<file path="config.mk">
export PLATFORM = sky130hd
export DESIGN_NAME = controlador_demux_flat
export DESIGN_NICKNAME = d
export VERILOG_FILES = /design/src/rtl/controlador_demux_pkg.sv /design/src/rtl/controlador_demux_if.sv /design/src/rtl/controlador_demux_watchdog_timer.sv /design/src/rtl/controlador_demux.sv /design/src/flat_wrapper.sv
export SDC_FILE = /design/constraint.sdc
export NUM_CORES = 1
export LEC_CHECK = 0
export CORE_ASPECT_RATIO = 0.6
export CORE_MARGIN = 4
export CORE_UTILIZATION = 55
export DETAILED_ROUTE_END_ITERATION = 6
export DONT_BUFFER_PORTS = 1
export GPL_TIMING_DRIVEN = 0
export PLACE_DENSITY = 0.69
export SYNTH_ARGS = -nofsm -noshare
export SYNTH_HDL_FRONTEND = slang
export SYNTH_SLANG_ARGS = --single-unit
</file>
<file path="constraint.sdc">
create_clock -name clk -period 4.5 [get_ports clk]
set_clock_uncertainty 0.2 [all_clocks]
set_input_delay 0.9 -clock clk [delete_from_list [all_inputs] [get_ports clk]]
set_output_delay 0.9 -clock clk [all_outputs]
set_load 0.05 [all_outputs]
</file>
<file path="src/rtl/controlador_demux_pkg.sv">
// Shared definitions for the demux packet sequencer: state encoding,
// default header geometry and watchdog length.
package controlador_demux_pkg;

    typedef enum logic [1:0] {
        ST_IDLE  = 2'd0,
        ST_ROUTE = 2'd1,
        ST_FLUSH = 2'd2
    } state_t;

    localparam int DEF_DATA_BITS      = 32;
    localparam int DEF_LEN_BITS       = 8;
    localparam int DEF_CNT_BITS       = 16;
    localparam int DEF_TIMEOUT_CYCLES = 1000000;

    // Header: destination in the MSB, payload length in the low LEN_BITS.
    function automatic int hdr_dest_bit(input int data_bits);
        return data_bits - 1;
    endfunction

endpackage

</file>
<file path="src/rtl/controlador_demux_if.sv">
// Stream-in / demux-out bundle. slave = the sequencer, master = the
// surrounding receive path and the two destinations.
interface controlador_demux_if #(
    parameter int DATA_BITS = 32
) ();
    logic [DATA_BITS-1:0] in_data;
    logic                 in_valid;
    logic                 in_ready;
    logic                 sel;
    logic [DATA_BITS-1:0] out_data;
    logic                 out_valid1;
    logic                 out_valid2;
    logic                 out_ready1;
    logic                 out_ready2;

    modport slave (
        input  in_data, in_valid, out_ready1, out_ready2,
        output in_ready, sel, out_data, out_valid1, out_valid2
    );

    modport master (
        output in_data, in_valid, out_ready1, out_ready2,
        input  in_ready, sel, out_data, out_valid1, out_valid2
    );
endinterface

</file>
<file path="src/rtl/controlador_demux_watchdog_timer.sv">
// Idle-cycle watchdog: counts enabled cycles, pulses expire_o combinationally
// on the TIMEOUT_CYCLES-th one, then restarts.
module watchdog_timer #(
    parameter int TIMEOUT_CYCLES = 1000000
) (
    input  logic clk,
    input  logic reset_n,
    input  logic clear_i,
    input  logic enable_i,
    output logic expire_o
);
    localparam int W = (TIMEOUT_CYCLES < 2) ? 1 : $clog2(TIMEOUT_CYCLES + 1);

    logic [W-1:0] cnt_q;

    assign expire_o = enable_i && !clear_i && (cnt_q == W'(TIMEOUT_CYCLES - 1));

    always_ff @(posedge clk or negedge reset_n) begin
        if (!reset_n) begin
            cnt_q <= '0;
        end else if (clear_i || expire_o) begin
            cnt_q <= '0;
        end else if (enable_i) begin
            cnt_q <= cnt_q + 1'b1;
        end
    end
endmodule

</file>
<file path="src/rtl/controlador_demux.sv">
// Packet sequencer for the two-output demux: routes each packet's payload to
// one destination, holds sel for the packet and aborts stalled packets.
//
//   state    | meaning
//   ST_IDLE  | waiting for a header word
//   ST_ROUTE | forwarding payload words, watchdog armed
//   ST_FLUSH | input closed, draining the held output word
module controlador_demux
    import controlador_demux_pkg::*;
#(
    parameter int DATA_BITS      = DEF_DATA_BITS,
    parameter int LEN_BITS       = DEF_LEN_BITS,
    parameter int TIMEOUT_CYCLES = DEF_TIMEOUT_CYCLES,
    parameter int CNT_BITS       = DEF_CNT_BITS
) (
    input  logic                clk,
    input  logic                reset_n,
    controlador_demux_if.slave  bus,
    output logic                busy,
    output logic                err_timeout,
    output logic [CNT_BITS-1:0] pkt_count1,
    output logic [CNT_BITS-1:0] pkt_count2
);
    state_t                state_q;
    logic                  sel_q;
    logic                  ov_q;
    logic                  up_q;
    logic                  err_q;
    logic                  abort_q;
    logic [DATA_BITS-1:0]  data_q;
    logic [LEN_BITS-1:0]   rem_q;
    logic [CNT_BITS-1:0]   cnt1_q, cnt2_q;
    logic [CNT_BITS-1:0]   cnt1_d, cnt2_d;

    logic                  rd, in_ready_c, xfer_in, out_xfer;
    logic                  hdr_dest, hdr_zero, flush_done, inc1, inc2;
    logic [LEN_BITS-1:0]   hdr_len;
    logic                  wd_clear, wd_en, wd_expire;

    assign rd       = sel_q ? bus.out_ready2 : bus.out_ready1;
    assign hdr_dest = bus.in_data[hdr_dest_bit(DATA_BITS)];
    assign hdr_len  = bus.in_data[LEN_BITS-1:0];

    // up_q keeps in_ready low until the first clock after reset release.
    always_comb begin
        in_ready_c = 1'b0;
        case (state_q)
            ST_IDLE:  in_ready_c = up_q;
            ST_ROUTE: in_ready_c = !ov_q || rd;
            default:  in_ready_c = 1'b0;
        endcase
    end

    assign xfer_in  = bus.in_valid && in_ready_c;
    assign out_xfer = ov_q && rd;

    assign hdr_zero   = (state_q == ST_IDLE) && xfer_in && (hdr_len == '0);
    assign flush_done = (state_q == ST_FLUSH) && !ov_q && !abort_q;
    assign inc1       = (hdr_zero && !hdr_dest) || (flush_done && !sel_q);
    assign inc2       = (hdr_zero &&  hdr_dest) || (flush_done &&  sel_q);
    assign cnt1_d     = inc1 ? cnt1_q + 1'b1 : cnt1_q;
    assign cnt2_d     = inc2 ? cnt2_q + 1'b1 : cnt2_q;

    // Output backpressure holds in_ready low, so it never ages the watchdog.
    assign wd_clear = (state_q != ST_ROUTE) || xfer_in;
    assign wd_en    = (state_q == ST_ROUTE) && in_ready_c && !bus.in_valid;

    watchdog_timer #(
        .TIMEOUT_CYCLES (TIMEOUT_CYCLES)
    ) u_watchdog (
        .clk      (clk),
        .reset_n  (reset_n),
        .clear_i  (wd_clear),
        .enable_i (wd_en),
        .expire_o (wd_expire)
    );

    always_ff @(posedge clk or negedge reset_n) begin
        if (!reset_n) begin
            state_q <= ST_IDLE;
            sel_q   <= 1'b0;
            ov_q    <= 1'b0;
            up_q    <= 1'b0;
            err_q   <= 1'b0;
            abort_q <= 1'b0;
            data_q  <= '0;
            rem_q   <= '0;
            cnt1_q  <= '0;
            cnt2_q  <= '0;
        end else begin
            up_q   <= 1'b1;
            err_q  <= 1'b0;
            cnt1_q <= cnt1_d;
            cnt2_q <= cnt2_d;

            if (xfer_in && (state_q == ST_ROUTE)) begin
                data_q <= bus.in_data;
                ov_q   <= 1'b1;
            end else if (out_xfer) begin
                ov_q   <= 1'b0;
            end

            case (state_q)
                ST_IDLE: begin
                    if (xfer_in) begin
                        sel_q   <= hdr_dest;
                        rem_q   <= hdr_len;
                        abort_q <= 1'b0;
                        if (hdr_len != '0) state_q <= ST_ROUTE;
                    end
                end
                ST_ROUTE: begin
                    if (xfer_in) begin
                        rem_q <= rem_q - 1'b1;
                        if (rem_q == LEN_BITS'(1)) state_q <= ST_FLUSH;
                    end else if (wd_expire) begin
                        err_q   <= 1'b1;
                        abort_q <= 1'b1;
                        state_q <= ST_FLUSH;
                    end
                end
                ST_FLUSH: begin
                    if (!ov_q) state_q <= ST_IDLE;
                end
                default: state_q <= ST_IDLE;
            endcase
        end
    end

    assign bus.in_ready   = in_ready_c;
    assign bus.sel        = sel_q;
    assign bus.out_data   = data_q;
    assign bus.out_valid1 = ov_q && !sel_q;
    assign bus.out_valid2 = ov_q &&  sel_q;
    assign busy           = (state_q != ST_IDLE);
    assign err_timeout    = err_q;
    assign pkt_count1     = cnt1_q;
    assign pkt_count2     = cnt2_q;
endmodule

</file>
<file path="src/flat_wrapper.sv">
// flat-port wrapper written by rule: the top's interface ports become plain ports
module controlador_demux_flat import controlador_demux_pkg::*;
#(
    parameter int DATA_BITS      = DEF_DATA_BITS,
    parameter int LEN_BITS       = DEF_LEN_BITS,
    parameter int TIMEOUT_CYCLES = DEF_TIMEOUT_CYCLES,
    parameter int CNT_BITS       = DEF_CNT_BITS
)
  (clk, reset_n, busy, err_timeout, pkt_count1, pkt_count2, bus_in_data, bus_in_valid, bus_out_ready1, bus_out_ready2, bus_in_ready, bus_sel, bus_out_data, bus_out_valid1, bus_out_valid2);
  controlador_demux_if #(.DATA_BITS(DATA_BITS)) bus_i ();
  input  logic clk;
  input  logic reset_n;
  output logic busy;
  output logic err_timeout;
  output logic [CNT_BITS-1:0] pkt_count1;
  output logic [CNT_BITS-1:0] pkt_count2;
  input wire logic [$bits(bus_i.in_data)-1:0] bus_in_data;
  input wire logic [$bits(bus_i.in_valid)-1:0] bus_in_valid;
  input wire logic [$bits(bus_i.out_ready1)-1:0] bus_out_ready1;
  input wire logic [$bits(bus_i.out_ready2)-1:0] bus_out_ready2;
  output wire logic [$bits(bus_i.in_ready)-1:0] bus_in_ready;
  output wire logic [$bits(bus_i.sel)-1:0] bus_sel;
  output wire logic [$bits(bus_i.out_data)-1:0] bus_out_data;
  output wire logic [$bits(bus_i.out_valid1)-1:0] bus_out_valid1;
  output wire logic [$bits(bus_i.out_valid2)-1:0] bus_out_valid2;
  assign bus_i.in_data = bus_in_data;
  assign bus_i.in_valid = bus_in_valid;
  assign bus_i.out_ready1 = bus_out_ready1;
  assign bus_i.out_ready2 = bus_out_ready2;
  assign bus_in_ready = bus_i.in_ready;
  assign bus_sel = bus_i.sel;
  assign bus_out_data = bus_i.out_data;
  assign bus_out_valid1 = bus_i.out_valid1;
  assign bus_out_valid2 = bus_i.out_valid2;
  controlador_demux #(.DATA_BITS(DATA_BITS), .LEN_BITS(LEN_BITS), .TIMEOUT_CYCLES(TIMEOUT_CYCLES), .CNT_BITS(CNT_BITS)) u_core (.clk(clk), .reset_n(reset_n), .bus(bus_i), .busy(busy), .err_timeout(err_timeout), .pkt_count1(pkt_count1), .pkt_count2(pkt_count2));
endmodule
</file>
# Word-level counts from Yosys, hierarchy flattened
# Index checks and enable logic that the tools add are counted.
# word_totals
out_inout_bits	70
reg_bits	99
in_bits	37
# classes
muxes	23
n_reduce_logical	39
add_sub_neg	4
eq_ne	13
# op_table
op	n
$mux 20	2
$add 16x1->16 const B	2
$add 20x1->20 const B	1
$eq 20x20->1 const B	1
$logic_and 1x1->1	17
$mux 8	2
$pmux 8 s2	1
$mux 2	6
$mux 1	9
$eq 8x1->1 const B	1
$logic_not 8->1	1
$ne 2x2->1 const B	4
$reduce_bool 2->1	4
$reduce_bool 8->1	1
$sub 8x1->8 const B	1
$logic_not 1->1	6
$ne 2x1->1 const B	3
$pmux 2 s3	1
$logic_or 1x1->1	5
$reduce_and 5->1	1
$pmux 1 s2	2
$reduce_and 4->1	1
$ne 3x2->1 const B	1
$ne 3x3->1 const B	1
5 further kinds	5

# Depth between registers and ports, before layout
# logic_depth
ltp_word	11
mapped_depth	7

# By module
# A second synthesis with hierarchy kept.
# unflattened
cells_unflattened	425
hier_area_um2	4784.6
# by_module_without_submodules
module	instances	cells_each	area_per_inst_um2
controlador_demux	1	315	3738.6
watchdog_timer	1	110	1046.0

# Worst setup path after synthesis
# OpenSTA, ideal clock, no wires.
# synth_path
path_type	in2out
start	in bus_out_ready2
end	out bus_in_ready
path_slack_ns	0.961
t_arrival_ns	2.439
path_buffers	0
path_stages	3
path_cell_list	mux2_2 nor2_1 a211oi_1
# synth_via
elab_chain_len	3
# synth_lines
element	line	rtl
start, declared	flat_wrapper.sv:20	input wire logic [$bits(bus_i.out_ready2)-1:0] bus_out_ready2;
$mux 1	controlador_demux.sv:40	assign rd = sel_q ? bus.out_ready2 : bus.out_ready1;
$logic_or 1x1->1	controlador_demux.sv:49	ST_ROUTE: in_ready_c = !ov_q || rd;
$pmux 1 s2	controlador_demux.sv:47	case (state_q)
end, declared	flat_wrapper.sv:21	output wire logic [$bits(bus_i.in_ready)-1:0] bus_in_ready;
# No other way between the ends.

# Worst setup path in the final report
# layout_path
start	reg u_core.sel_q (netlist: u_core.bus.sel)
end	out bus_in_ready
# layout_via
elab_chain_len	3
# layout_lines
element	line	rtl
start, declared	controlador_demux.sv:25	logic sel_q;
start signal, assigned	controlador_demux.sv:106	sel_q <= hdr_dest;
$mux 1	controlador_demux.sv:40	
$logic_or 1x1->1	controlador_demux.sv:49	
$pmux 1 s2	controlador_demux.sv:47	
# No other way between the ends.

==> results.md <==
- Post-synth cell types: 66
- Critical path capture point type: output pin
- Async set or reset register ratio after synthesis: 100.0%
- Sequential area share after synthesis: 50.87%
- Maxcap violations: 0
- Worst vdd ir: 0.4755 mV
- RSZ-0062 raised after global routing: no
- Share of layout cells above drive strength 1: 15.43%
- CP delay by family, top: compound AO/OA/AOI/OAI gates
- Largest net degree at the start of global routing: 100
- Worst Path Arrival: 2540 ps
- Global-route wire length before repair: 18,040 um
- IO Pins: 107
- Data required, critical path: 3400 ps
- Root Buffer: clkbuf_16
- Core Rows: 26
- Status: finished, final reports clean
- Post-cts resize count: 0
- TritonCTS clock tree: done
- Final global-route overflow total: 0
- Tmin final: 3645 ps
- Clock sink count: 99
- Post-CTS Hold Buffers: 0
- Die width: 129.5 um
- Worst-Skew Late Latency: 340 ps
- Leakage power: 0.002114 uW
- Worst path max stage delay: 810 ps
- Max Slew Vio Count: 0
- Fin crit share: 81.00%
- Setup-failing EPs final: 0
- Synthesized cell area: 0.004870 sq mm
- CTS clock-pin slew for the worst setup and hold paths: 60 ps
- Htree depth: 3
- Pwr/cell area: 666.5 mW/mm^2
- Critical-path top delay cell: a211oi_2
- Post-route ant nets: 0
- Slew @ Worst Pin: 1159 ps
- Placer Congestion: 0.8267
- Iteration-0 DRC Markers: 299
- Setup TNS: 0 ps
- Hold Crit Class: in -> async
- Routed len/inst: 19.33 um
- Antenna fix cells: 0
- Height of the die: 80.89 um
- Vias per cell: 6.264
- Vias in the first global route: 3,473
- Layout Nets: 497
- RR Startpoint: u_core.bus.sel$_DFFE_PN0N_
- Final hold violation count: 0
- Num CTS Buffers: 9
- Cells after synthesis: 444
- Crit path cell chain: buf_4, mux2_2, nor2_1, a211oi_2
- Initial core utilization: 56.92%
- Post CTS Setup Buffer Count: 0
- Clock Tree Buf Depth: 2
- Crit path launch: u_core.bus.sel$_DFFE_PN0N_
- CP Buf/Inv Count: 1
- Top FF cell, synth: dfrtp_1
- Dpl hpwl: 8023 um
- Vias: 3,583
- Core area: 0.008556 sq mm
- Syn Area/Cell: 10.97 sq um
- Fillers: 679
- Max Freq: 0.2743 GHz
- Crit path max fanout: 9
- Syn nets: 486
- All-layer global routing usage: 21.75%
- Setup crit start kind: register
- Synth warnings: 0
- DRT Pass-1 Iters: 5
- Antenna violations before repair: 0
- Kind of critical path: reg -> out
- Layout Utilization: 62.17%
- Residual DRC: 0
- Number of port buffers: 0
- Seq cells post-synth: 99
- EDFF count, synth: 0
- Area grow syn2layout: 9.224%
- Multi-input combinational cell area: 0.002280 sq mm
- Worst rel slew slack: 22.01%
- Seq. cell area: 0.002477 sq mm
- Die area: 0.01047 sq mm
- Overall routed net length: 11,060 um
stage by stage:
step | setup slack [ps] | cell area, sq um | instances | hold slack (ps) | power, uW
global placement | 736.1 | 5010 | 556 | 286.7 | 2746
floorplan | 961.1 | 4870 | 444 | 270.7 | 2555
CTS | 841.4 | 5319 | 572 | 46.70 | 3571
global route | 744.3 | 5319 | 572 | 35.63 | 3724
finish | 855.0 | 5319 | 572 | 55.15 | 3545
detailed placement | 1212 | 5015 | 556 | 293.7 | 2790
per-layer routing:
metal / wire length, um / vias up / global-route usage (%)
met1: 5333 / 1793 / 32.26
met5: 0 / - / 0
met2: 4749 / 104 / 30.99
li1: - / 1678 / -
met3: 899 / 8 / 7.556
met4: 76 / 0 / 4.461
worst register-to-register path: cells and delay by family (launching register included):
family / cells / cell delay, ps
compound gates: 3 / 810
flops: 1 / 670
buf+inv: 2 / 540
mux: 1 / 430
report_power, final:
part | switching (uW) | internal, uW | leakage, uW
sequential | 842 | 1110 | 0.00123
clock | 312 | 463 | 0.000150
combinational | 473 | 347 | 0.000734
total | 1630 | 1920 | 0.00211
cells in the final DEF (no fill, tap or decap), types with 3 or more instances in the layout:
cell and instances:
nor3_1 6, and2_1 3, a211oi_1 3, clkbuf_16 9
o22ai_1 3, o31ai_1 3, nand4_1 14, nor4b_1 3
a31o_2 3, nor4_1 3, nor2_1 16, clkbuf_1 12
and3_1 10, or4_1 3, a21boi_0 4, inv_1 8
and4_1 5, buf_2 7, ha_1 5, o2111ai_1 11
nand2_1 29, o211ai_1 4, and4b_1 4, mux2i_1 3
xnor2_1 18, o21ai_0 20, or3_1 7, dfrtp_1 99
nand3_1 18, xor2_1 14, mux2_2 34, a21oi_1 28
synthesized netlist by cell type (5+ instances only):
cell | n | area share (%)
xnor2_1 | 18 | 3.2
buf_2 | 7 | 0.72
and3_1 | 10 | 1.3
nor2_1 | 16 | 1.2
inv_1 | 8 | 0.62
o2111ai_1 | 11 | 2.0
clkbuf_1 | 10 | 0.77
a21oi_1 | 28 | 2.9
xor2_1 | 14 | 2.5
ha_1 | 5 | 1.3
dfrtp_1 | 99 | 51
and4_1 | 5 | 0.90
nor3_1 | 6 | 0.62
nand3_1 | 18 | 1.9
nand4_1 | 14 | 1.8
or3_1 | 7 | 0.90
o21ai_0 | 20 | 2.1
nand2_1 | 29 | 2.2
mux2_2 | 34 | 7.9
sequential cells by signal, indices dropped and copies added (netlist names):
register / cells
u_core.pkt_count1: 16
u_core.state_q: 2
u_core.pkt_count2: 16
u_core.err_timeout: 1
u_core.bus.out_data: 32
u_core.u_watchdog.cnt_q: 20
u_core.ov_q: 1
u_core.up_q: 1
u_core.abort_q: 1
u_core.bus.sel: 1
u_core.rem_q: 8
logic make-up after synthesis:
kind of cell | share of synthesized area (%)
adder cells (fa/ha/maj) | 1.285
AO/OA/AOI/OAI | 13.75
other | 0.07701
buffers and inverters | 2.415
multiplexers | 8.993
XOR/XNOR | 5.755
AND/OR/NAND/NOR | 16.85
flip-flops | 50.87
path summary, 6_finish.rpt:
kind | cells after the start | slack [ps] | end
min in group clk | 1 | 310 | u_core.abort_q$_DFFE_PN0P_
min reg2reg | 1 | 310 | u_core.abort_q$_DFFE_PN0P_
min | 0 | 60 | u_core.pkt_count1[9]$_DFFE_PN0P_
max | 4 | 860 | bus_in_ready
max reg2reg | 6 | 1780 | u_core.u_watchdog.cnt_q[12]$_DFFE_PN0P_
max in group asynchronous | 0 | 3910 | u_core.bus.out_data[17]$_DFFE_PN0P_
area by class of cell:
type                    count  share of cell area (%)
plain buffers              19                   1.576
clock buffers              13                   4.893
clock inverters             3                  0.8233
inverters                   9                  0.6351
multi-input cells         317                   42.86
flip-flops and latches     99                   46.58
well taps                 112                   2.635
Note: power is estimated with default switching activity, not from simulation.
